`config.mk`:
```
export PLATFORM = sky130hd
export DESIGN_NAME = dcache_ctrl
export DESIGN_NICKNAME = d
export VERILOG_FILES = /design/src/rtl/cache_pkg.sv /design/src/rtl/cache_line_store.sv /design/src/rtl/dcache_ctrl.sv
export SDC_FILE = /design/constraint.sdc
export NUM_CORES = 2
export LEC_CHECK = 0
export ABC_AREA = 1
export ABC_CLOCK_PERIOD_IN_PS = 12400
export CAP_MARGIN = 20
export CELL_PAD_IN_SITES_DETAIL_PLACEMENT = 0
export CELL_PAD_IN_SITES_GLOBAL_PLACEMENT = 1
export CORE_MARGIN = 5
export CORE_UTILIZATION = 40
export DETAILED_ROUTE_END_ITERATION = 7
export GPL_ROUTABILITY_DRIVEN = 1
export PLACE_DENSITY = 0.7
export SLEW_MARGIN = 15
export SYNTH_ARGS = -nofsm -noshare
export SYNTH_HDL_FRONTEND = slang
export SYNTH_SLANG_ARGS = --single-unit
```
`constraint.sdc`:
```
create_clock -name clk -period 12.4 [get_ports clk]
set_input_delay 1.86 -clock clk [delete_from_list [all_inputs] [get_ports clk]]
set_output_delay 1.86 -clock clk [all_outputs]
set_load 0.02 [all_outputs]
```
`src/rtl/cache_pkg.sv`:
```
// Shared types for the direct-mapped write-through data cache:
// FSM state encoding, default geometry and the tag-hit compare.
package cache_pkg;

   localparam int unsigned DEF_BIT_WIDTH  = 32;
   localparam int unsigned DEF_INDEX_BITS = 6;
   localparam int unsigned DEF_TAG_BITS   = DEF_BIT_WIDTH - DEF_INDEX_BITS;

   // Tags are zero-extended to this width so one compare serves any geometry.
   localparam int unsigned MAX_TAG_BITS = 64;
   typedef logic [MAX_TAG_BITS-1:0] tag_ext_t;

   typedef enum logic [1:0] {
      IDLE,
      RMISS,
      WRITE
   } state_t;

   function automatic logic tag_hit(input logic     valid,
                                    input tag_ext_t line_tag,
                                    input tag_ext_t req_tag);
      return valid && (line_tag == req_tag);
   endfunction

endpackage

```
`src/rtl/cache_line_store.sv`:
```
// Line storage for the data cache: clearable valid bits plus unreset tag and
// data arrays, one combinational read port and one synchronous write port.
module cache_line_store #(
   parameter int unsigned INDEX_BITS = 6,
   parameter int unsigned TAG_BITS   = 26,
   parameter int unsigned DATA_BITS  = 32
) (
   input  logic                  clk,
   input  logic                  clear,
   input  logic [INDEX_BITS-1:0] rd_index,
   output logic                  rd_valid,
   output logic [TAG_BITS-1:0]   rd_tag,
   output logic [DATA_BITS-1:0]  rd_data,
   input  logic                  wr_en,
   input  logic [INDEX_BITS-1:0] wr_index,
   input  logic [TAG_BITS-1:0]   wr_tag,
   input  logic [DATA_BITS-1:0]  wr_data,
   input  logic                  wr_valid
);

   localparam int unsigned LINES = 2 ** INDEX_BITS;

   logic [LINES-1:0]     valid;
   logic [TAG_BITS-1:0]  tags  [LINES];
   logic [DATA_BITS-1:0] datas [LINES];

   always_ff @(posedge clk) begin
      if (clear) begin
         valid <= '0;
      end else if (wr_en) begin
         valid[wr_index] <= wr_valid;
      end
   end

   always_ff @(posedge clk) begin
      if (wr_en) begin
         tags[wr_index]  <= wr_tag;
         datas[wr_index] <= wr_data;
      end
   end

   assign rd_valid = valid[rd_index];
   assign rd_tag   = tags[rd_index];
   assign rd_data  = datas[rd_index];

endmodule

```
`src/rtl/dcache_ctrl.sv`:
```
// Direct-mapped, write-through, no-write-allocate data cache controller:
// zero-wait read hits, fixed-latency read misses and writes to backing memory.
module dcache_ctrl
   import cache_pkg::*;
#(
   parameter int unsigned BIT_WIDTH   = DEF_BIT_WIDTH,
   parameter int unsigned INDEX_BITS  = DEF_INDEX_BITS,
   parameter int unsigned MEM_LATENCY = 2
) (
   input  logic                 clk,
   input  logic                 rst_n,
   input  logic                 cpu_req,
   input  logic                 cpu_we,
   input  logic [BIT_WIDTH-1:0] cpu_addr,
   input  logic [BIT_WIDTH-1:0] cpu_wdata,
   output logic [BIT_WIDTH-1:0] cpu_rdata,
   output logic                 cpu_ready,
   output logic                 memwrite,
   output logic [BIT_WIDTH-1:0] addr,
   output logic [BIT_WIDTH-1:0] writedata,
   input  logic [BIT_WIDTH-1:0] memdata
);

   localparam int unsigned TAG_BITS = BIT_WIDTH - INDEX_BITS;
   localparam int unsigned CNT_BITS = $clog2(MEM_LATENCY + 1);

   typedef logic [CNT_BITS-1:0] cnt_t;

   state_t               state, state_nx;
   cnt_t                 cnt, cnt_nx;
   logic [BIT_WIDTH-1:0] addr_nx, wdata_nx;
   logic [BIT_WIDTH-1:0] lk_addr;
   logic [INDEX_BITS-1:0] lk_index;
   logic [TAG_BITS-1:0]  lk_tag;
   logic                 line_valid;
   logic [TAG_BITS-1:0]  line_tag;
   logic [BIT_WIDTH-1:0] line_data;
   logic                 hit;
   logic                 fill_we;
   logic [BIT_WIDTH-1:0] fill_data;
   logic                 last_cycle;

   // In IDLE the lookup follows the CPU address; otherwise the latched one.
   assign lk_addr  = (state == IDLE) ? cpu_addr : addr;
   assign lk_index = lk_addr[INDEX_BITS-1:0];
   assign lk_tag   = lk_addr[BIT_WIDTH-1:INDEX_BITS];
   assign hit      = tag_hit(line_valid, tag_ext_t'(line_tag), tag_ext_t'(lk_tag));
   assign last_cycle = (cnt == cnt_t'(MEM_LATENCY));

   cache_line_store #(
      .INDEX_BITS (INDEX_BITS),
      .TAG_BITS   (TAG_BITS),
      .DATA_BITS  (BIT_WIDTH)
   ) u_lines (
      .clk      (clk),
      .clear    (!rst_n),
      .rd_index (lk_index),
      .rd_valid (line_valid),
      .rd_tag   (line_tag),
      .rd_data  (line_data),
      .wr_en    (fill_we),
      .wr_index (lk_index),
      .wr_tag   (lk_tag),
      .wr_data  (fill_data),
      .wr_valid (1'b1)
   );

   always_ff @(posedge clk) begin
      if (!rst_n) begin
         state     <= IDLE;
         cnt       <= '0;
         addr      <= '0;
         writedata <= '0;
      end else begin
         state     <= state_nx;
         cnt       <= cnt_nx;
         addr      <= addr_nx;
         writedata <= wdata_nx;
      end
   end

   // Outputs are gated by rst_n so a reset landing on a completion cycle drops it.
   always_comb begin
      state_nx  = state;
      cnt_nx    = cnt;
      addr_nx   = addr;
      wdata_nx  = writedata;
      cpu_ready = 1'b0;
      cpu_rdata = '0;
      memwrite  = 1'b0;
      fill_we   = 1'b0;
      fill_data = writedata;
      if (rst_n) begin
         case (state)
            IDLE: begin
               if (cpu_req) begin
                  if (cpu_we) begin
                     addr_nx  = cpu_addr;
                     wdata_nx = cpu_wdata;
                     cnt_nx   = cnt_t'(1);
                     state_nx = WRITE;
                  end else if (hit) begin
                     cpu_ready = 1'b1;
                     cpu_rdata = line_data;
                  end else begin
                     addr_nx  = cpu_addr;
                     cnt_nx   = cnt_t'(1);
                     state_nx = RMISS;
                  end
               end
            end
            RMISS: begin
               if (last_cycle) begin
                  fill_we   = 1'b1;
                  fill_data = memdata;
                  cpu_rdata = memdata;
                  cpu_ready = 1'b1;
                  state_nx  = IDLE;
               end else begin
                  cnt_nx = cnt + cnt_t'(1);
               end
            end
            WRITE: begin
               if (last_cycle) begin
                  memwrite  = 1'b1;
                  cpu_ready = 1'b1;
                  fill_we   = hit;
                  state_nx  = IDLE;
               end else begin
                  cnt_nx = cnt + cnt_t'(1);
               end
            end
            default: state_nx = IDLE;
         endcase
      end
   end

endmodule
```
== Word-level counts from Yosys, hierarchy flattened ==
Memories as Yosys holds them, arrays and structs flattened.
Cells that the tools add are included.

* Bits in registers: 132
* Bits in writable memories: 3712
* Input bits: 100
* Memories kept: 2

{| class="wikitable"
|+ Memories
! memory !! words !! width !! read ports !! clocked after Yosys merged registers in !! wr ports !! line !! RTL
|-
| u_lines.datas || 64 || 32 || 1 || 0 || 1 || cache_line_store.sv:25 || <nowiki>logic [DATA_BITS-1:0] datas [LINES];</nowiki>
|-
| u_lines.tags || 64 || 26 || 1 || 0 || 1 || cache_line_store.sv:24 || <nowiki>logic [TAG_BITS-1:0] tags [LINES];</nowiki>
|}

* $add $sub $neg: 1
* $lt $le $gt $ge: 2
* Eq/ne operators: 9
* Multiplexer cells: 38
* Bitwise logic cells: 1
* Reductions and logical operators: 9

{| class="wikitable"
|+ Operator list
! operator !! number
|-
| $mux W32 || 11
|-
| $or A64 B64 Y64 || 1
|-
| $pmux W32 S2 || 1
|-
| $eq A26 B26 Y1 || 1
|-
| $mux W2 || 7
|-
| $mux W1 || 13
|-
| $reduce_and A3 Y1 || 3
|-
| $pmux W2 S2 || 2
|-
| $lt A6 B7 Y1 const B || 1
|-
| $bmux W1 S6 || 1
|-
| $demux W1 S6 || 1
|-
| $ge A6 B1 Y1 const B || 1
|-
| $ne A2 B2 Y1 const B || 3
|-
| $eq A2 B2 Y1 const B || 2
|-
| $pmux W1 S2 || 2
|-
| $reduce_and A4 Y1 || 1
|-
| $ne A3 B3 Y1 const B || 1
|-
| $add A2 B1 Y2 const B || 1
|-
| $eq A2 B1 Y1 const B || 1
|-
| $logic_and A1 B1 Y1 || 2
|-
| $logic_not A2 Y1 || 1
|-
| $ne A2 B1 Y1 const B || 1
|-
| $reduce_bool A2 Y1 || 1
|-
| $reduce_or A2 Y1 || 1
|}

== Longest topological paths before layout ==
* Depth in word-level cells: 10
* Gate-level depth with buffers: 31

== Hierarchy ==
Synthesis repeated with hierarchy kept, for this count alone.

* Cell total of the unflattened synthesis: 13319
* Area total of the unflattened synthesis: 155897.0 um^2

{| class="wikitable"
|+ Modules (own cells, without submodules)
! module !! instances !! cells an instance !! area an instance (um^2) !! seq. area each (um^2)
|-
| cache_line_store || 1 || 12603 || 151565.4 || 112748.1
|-
| dcache_ctrl || 1 || 716 || 4331.7 || 1361.3
|}

== Least setup slack after synthesis ==
No wires, ideal clock.

* Path kind: reg2reg
* Start point: register state[0]
* End point: memory u_lines.datas[25][0] (enable)
* Setup time: 0.474 ns
* Data arrival time: 7.506 ns
* Path slack: 4.420 ns
* Cell stages (with the launch flop): 17
* Period minus slack after synthesis: 7.980 ns
* Cells stage by stage: dfxtp_1 inv_1 ha_1 buf_4 buf_6 clkbuf_1 o21ai_0 o21ai_1 nor2_1 nand3_1 nor2_1 nand2_1 o21ai_2 nand2_4 inv_4 nand2_1 nor2_1

* Elaborated cells between the ends (all ways): 14

{| class="wikitable"
|+ RTL lines
! item !! line !! RTL
|-
| start, declared || dcache_ctrl.sv:29 || <nowiki>state_t state, state_nx;</nowiki>
|-
| start signal, assigned || dcache_ctrl.sv:75 || <nowiki>state <= state_nx;</nowiki>
|-
| $logic_not A2 Y1 || dcache_ctrl.sv:44 || <nowiki>assign lk_addr = (state == IDLE) ? cpu_addr : addr;</nowiki>
|-
| $mux W32 || dcache_ctrl.sv:44 ||
|-
| named net lk_addr[15] || dcache_ctrl.sv:32 || <nowiki>logic [BIT_WIDTH-1:0] lk_addr;</nowiki>
|-
| $eq A26 B26 Y1 || cache_pkg.sv:22 || <nowiki>return valid && (line_tag == req_tag);</nowiki>
|-
| $logic_and A1 B1 Y1 || cache_pkg.sv:22 ||
|-
| $mux W1 || dcache_ctrl.sv:124 || <nowiki>if (last_cycle) begin</nowiki>
|-
| $pmux W1 S2 || dcache_ctrl.sv:94 || <nowiki>case (state)</nowiki>
|-
| $mux W1 || dcache_ctrl.sv:93 || <nowiki>if (rst_n) begin</nowiki>
|-
| $mux W1 || cache_line_store.sv:36 || <nowiki>if (wr_en) begin</nowiki>
|-
| $mux W1 (implied by the code) || cache_line_store.sv:38 || <nowiki>datas[wr_index] <= wr_data;</nowiki>
|-
| end, declared || cache_line_store.sv:25 ||
|}

The timed path passes the listed nets, and every way through them passes these cells. The select of a mux whose other input is x is not followed.

== Worst setup path after layout ==
* Start point: register state[0]
* End point: output port cpu_ready

* Longest elaborated chain between the ends: 10
* Elaborated cells between the ends (all ways): 15

{| class="wikitable"
|+ Ends and longest elaborated chain
! item !! line !! RTL
|-
| $logic_not A2 Y1 || dcache_ctrl.sv:44, dcache_ctrl.sv:94 ||
|-
| $mux W32 || dcache_ctrl.sv:44 ||
|-
| $mem_v2 Z64 W26 / $bmux W1 S6 (equally long branches) || -- ||
|-
| $eq A26 B26 Y1 / $mux W1 (equally long branches) || cache_pkg.sv:22, cache_line_store.sv:42 ||
|-
| $logic_and A1 B1 Y1 || cache_pkg.sv:22 ||
|-
| $mux W1 || dcache_ctrl.sv:102 || <nowiki>end else if (hit) begin</nowiki>
|-
| $mux W1 || dcache_ctrl.sv:97 || <nowiki>if (cpu_we) begin</nowiki>
|-
| $mux W1 || dcache_ctrl.sv:96 || <nowiki>if (cpu_req) begin</nowiki>
|-
| $pmux W1 S2 (*) || dcache_ctrl.sv:94 ||
|-
| $mux W1 (*) || dcache_ctrl.sv:93 ||
|-
| end, declared || dcache_ctrl.sv:17 || <nowiki>output logic cpu_ready,</nowiki>
|}

Every way passes the cells marked *; elsewhere a longest branch is shown, timed or not. The select of a mux whose other input is x is not followed.

==> flow_metrics.py <==
metrics = {
    "sta": {
        "timing.setup.tns_ns": 0,
        "period_needed_ns": 10.17,
        "report.final.hold_viol_count": 0,
        "fin_crit_sh": 0.820,
        "setup-violations-final": 0,
        "worstMarginPinSlew_ns": 1.19,
        "clock-skew-final_ns": 0.114,
        "final.setup.worst_slack_ns": 2.23,
        "max_slew_margin": 0.204,
        "max_freq_mhz": 98.4,
        "unrepaired_setup_endpoints_after_global_routing": "no",
        "report.final.slew_viol_count": 0,
    },
    "yosys": {
        "synth_cell_type_count": 36,
        "synth_enable_flop_cells": 3712,
        "syn_area_per_cell_um2": 14.1,
        "leading_area_contributor_after_synthesis": "edfxtp_1",
        "postSynthNetCount": 10400,
        "yosysWarnings": 0,
        "seq_area_frac_synth": 0.787,
        "async_reset_ff_frac": 0,
        "synth-seq-cells": 3844,
        "ys_top_cells_by_count": "edfxtp_1, nand2_1, o22ai_1, nand3_1, clkbuf_1",
        "netlist_top_cells_area": "edfxtp_1, nand2_1, o22ai_1, nand3_1, dfxtp_1",
        "synthesis.area_mm2": 0.145,
        "synth_top_flop_cell": "edfxtp_1",
        "syn-instance-count": 10300,
        "yosys.cell_count.top_type": "edfxtp_1",
        "post-synth-top-area-fraction": 0.768,
    },
    "drt": {
        "drt_pre_antenna_iters": 6,
        "drc_errors": 0,
        "first_iter_violations": 12500,
        "route.vias.total": 93600,
        "via_count_normalized_by_instance_count": 5.97,
        "routed_wire_length_per_instance_um": 31.4,
        "wirelength_um": 492000,
        "drt.antenna.violating_nets": 0,
    },
    "floorplan": {
        "die-width_um": 612,
        "top_level_ports": 198,
        "floorplan.die_area_mm2": 0.375,
        "floorplan.die.height_um": 612,
        "floorplan.initialDensity": 0.401,
        "number_of_placement_rows": 221,
        "placeableCoreArea_mm2": 0.362,
    },
    "clock_network": {
        "insertion_delay_ns": 0.99,
        "clk_transition_reported_paths_ns": 0.06,
        "cts_buffer_depth": 4,
        "clock_sinks": 3844,
        "post_cts_resize_count": 0,
        "postCtsSetupRepairBufs": 0,
        "cts_tree": "built",
        "post_cts_hold_buffer_count": 0,
        "cts_root_buf": "clkbuf_16",
        "h-tree-depth": 5,
        "numCtsBuffers": 382,
    },
    "hold_path": {
        "hold_depth": 2,
        "whs_endpoint": "u_lines.valid[16]",
        "hold_class": "register to register",
        "start_point_of_the_worst_hold_path": "u_lines.valid[16]",
    },
    "worst_setup_path": {
        "cp_data_arrival_time_ns": 8.31,
        "type_of_destination_of_the_critical_path": "primary output",
        "cell_breakdown_of_the_critical_path": "inv_1 > ha_4 > buf_4 > nand2_1 > o21ai_4 > inv_2 > nor3_4 > buf_4 > buf_4 > nand2_1 > nand2_1 > nor2_1 > nand2_1 > nor2_1 > nor2_1 > nand2_1 > nor2_1 > nand2_1 > nor2_1 > nand3_1 > a211oi_1 > clkdlybuf4s50_1",
        "largest_driver_fanout_on_the_critical_path": 66,
        "reg2reg_to": "u_lines.tags[25][4]",
        "crit_path_max_incr_delay_ns": 0.92,
        "timing.critical_path.slowest_stage_cell": "nor3_4",
        "r2r-start": "state[0]",
        "r2r_setup_slack_ns": 3.16,
        "critical_path_buf_inv_count": 6,
        "critPathRequiredTime_ns": 10.54,
        "critical_path.startpoint_type": "register",
        "crit_path_leading_delay_family": "buffers and inverters",
        "path_common_cell": "nand2_1",
        "worstRegToRegCells": 26,
        "critical_path_cell_count": 22,
        "worstSetupPathType": "register to primary output",
    },
    "cells_and_area": {
        "num-fill-cells": 31200,
        "layout_cells_sized_above_1": 0.0932,
        "area_delta_synth_final_pct": 14.9,
        "finish.instance_area_mm2": 0.167,
        "nNetsFinal": 10700,
        "final_cell_count_no_fill": 15700,
    },
    "placement": {
        "worst_case_setup_slack_after_placement_ns": 2.33,
        "gp_routability_congestion": 0.860,
        "dp.cells": 15000,
        "place.detailed.hpwl_um": 262000,
        "portBuffers": 197,
        "placedInstanceArea_mm2": 0.155,
    },
    "global_route": {
        "grt_max_degree": 152,
        "grt_pass1_vias": 88900,
        "antenna_found_initial": 12,
        "global_route_wire_length_before_repair_um": 680000,
        "track_usage": 0.254,
        "total_overflow_reported_by_the_global_router": 0,
    },
    "power_and_ir_drop": {
        "p_leak_nw": 54.7,
        "peakVddDrop_uv": 174,
        "power.density_cell_area_mw_per_mm2": 226,
    },
    "run": {
        "max_capacitance_violation_total": 0,
    },
    "outcome": {
        "outcome": "finished, final reports clean",
    },
}
[tightest hold or removal path: stages, from the launching register on]
cell and delay (ns):
dfxtp_1 0.31, nand2_1 0.05, nand2_1 0.04
[area by class of cell]
class | count | area (um^2) | area share
Sequential cell | 3844 | 114000 | 0.685
Timing Repair Buffer | 529 | 5420 | 0.0325
Clock inverter | 212 | 1770 | 0.0106
Antenna cell | 1 | 2.50 | 0.0000150
Clock buffer | 475 | 10100 | 0.0605
Tap cell | 4794 | 6000 | 0.0360
Inverter | 308 | 1220 | 0.00733
Multi-Input combinational cell | 5506 | 28100 | 0.168
[cell usage in the layout (no fill, tap or decap), types with 8 or more instances in the layout]
| cell type | netlist | layout |
|---|---|---|
| a21oi_1 | 84 | 84 |
| buf_12 | 0 | 72 |
| buf_4 | 32 | 254 |
| bufinv_16 | 0 | 19 |
| clkbuf_1 | 325 | 82 |
| clkbuf_16 | 0 | 388 |
| clkdlybuf4s50_1 | 0 | 196 |
| clkinv_1 | 5 | 90 |
| clkinv_2 | 0 | 72 |
| clkinvlp_4 | 0 | 13 |
| dfxtp_1 | 132 | 132 |
| edfxtp_1 | 3712 | 3712 |
| inv_1 | 294 | 280 |
| inv_2 | 8 | 8 |
| inv_6 | 0 | 17 |
| nand2_1 | 2519 | 2508 |
| nand2_2 | 9 | 10 |
| nand2_4 | 1 | 10 |
| nand3_1 | 834 | 833 |
| nand4_1 | 295 | 295 |
| nor2_1 | 205 | 149 |
| nor2_4 | 0 | 59 |
| nor3_4 | 0 | 8 |
| o21ai_0 | 154 | 148 |
| o21ai_1 | 27 | 31 |
| o22ai_1 | 1080 | 1048 |
| o22ai_4 | 0 | 31 |
| o41ai_1 | 256 | 254 |
[worst max-delay path by stage]
| stage | from | end | slack [ns] |
|---|---|---|---|
| floorplan | state[0] | u_lines.datas[25][0] | 4.42 |
| global placement | cpu_addr[5] | cpu_ready | 2.31 |
| detailed placement | cpu_addr[5] | cpu_ready | 2.33 |
| CTS | state[0] | cpu_ready | 2.13 |
| global route | state[1] | cpu_ready | 1.98 |
| finish | state[0] | cpu_ready | 2.23 |
[stage by stage]
step | util | total power [W] | hold WS [ns]
final | 0.460 | 0.0376 | 0.444
after global routing | 0.460 | 0.0389 | 0.467
after CTS | 0.460 | 0.0376 | 0.447
after detailed placement | 0.428 | 0.0267 | 0.438
after global placement | 0.427 | 0.0265 | 0.432
after floorplan | - | 0.0219 | 0.419
[kinds of logic (layout without fill, tap and decap cells)]
logic type | Yosys count | in the layout | synth area share
AO/OA/AOI/OAI | 1607 | 1607 | 0.0716
XOR/XNOR | 2 | 2 | 0.000121
adder cells (fa/ha/maj) | 5 | 5 | 0.000431
buffers and inverters | 943 | 1524 | 0.0274
flip-flops | 3844 | 3844 | 0.787
other | 0 | 1 | 0
AND/OR/NAND/NOR | 3892 | 3892 | 0.114
[where the power goes]
part | internal, W | leakage (nW) | switching, W
Sequential | 0.0155 | 34.9 | 0.0000424
Clock | 0.00618 | 5.78 | 0.00492
Combinational | 0.00254 | 14.1 | 0.00844
Total | 0.0242 | 54.7 | 0.0134
[state kept, by name, indices dropped and copies added (netlist names)]
name / count
addr: 32
writedata: 32
cnt: 2
u_lines.tags: 1664
state: 2
u_lines.datas: 2048
u_lines.valid: 64
[metal layers]
layer	routed length (um)	part of all wire	vias up	track usage
li1	-	-	39500	-
met1	183000	0.37	47300	0.332
met2	230000	0.47	5717	0.408
met3	49300	0.10	1090	0.0458
met4	29200	0.059	6	0.127
met5	43	0.000087	-	0
(Power assumes the default switching activity.)
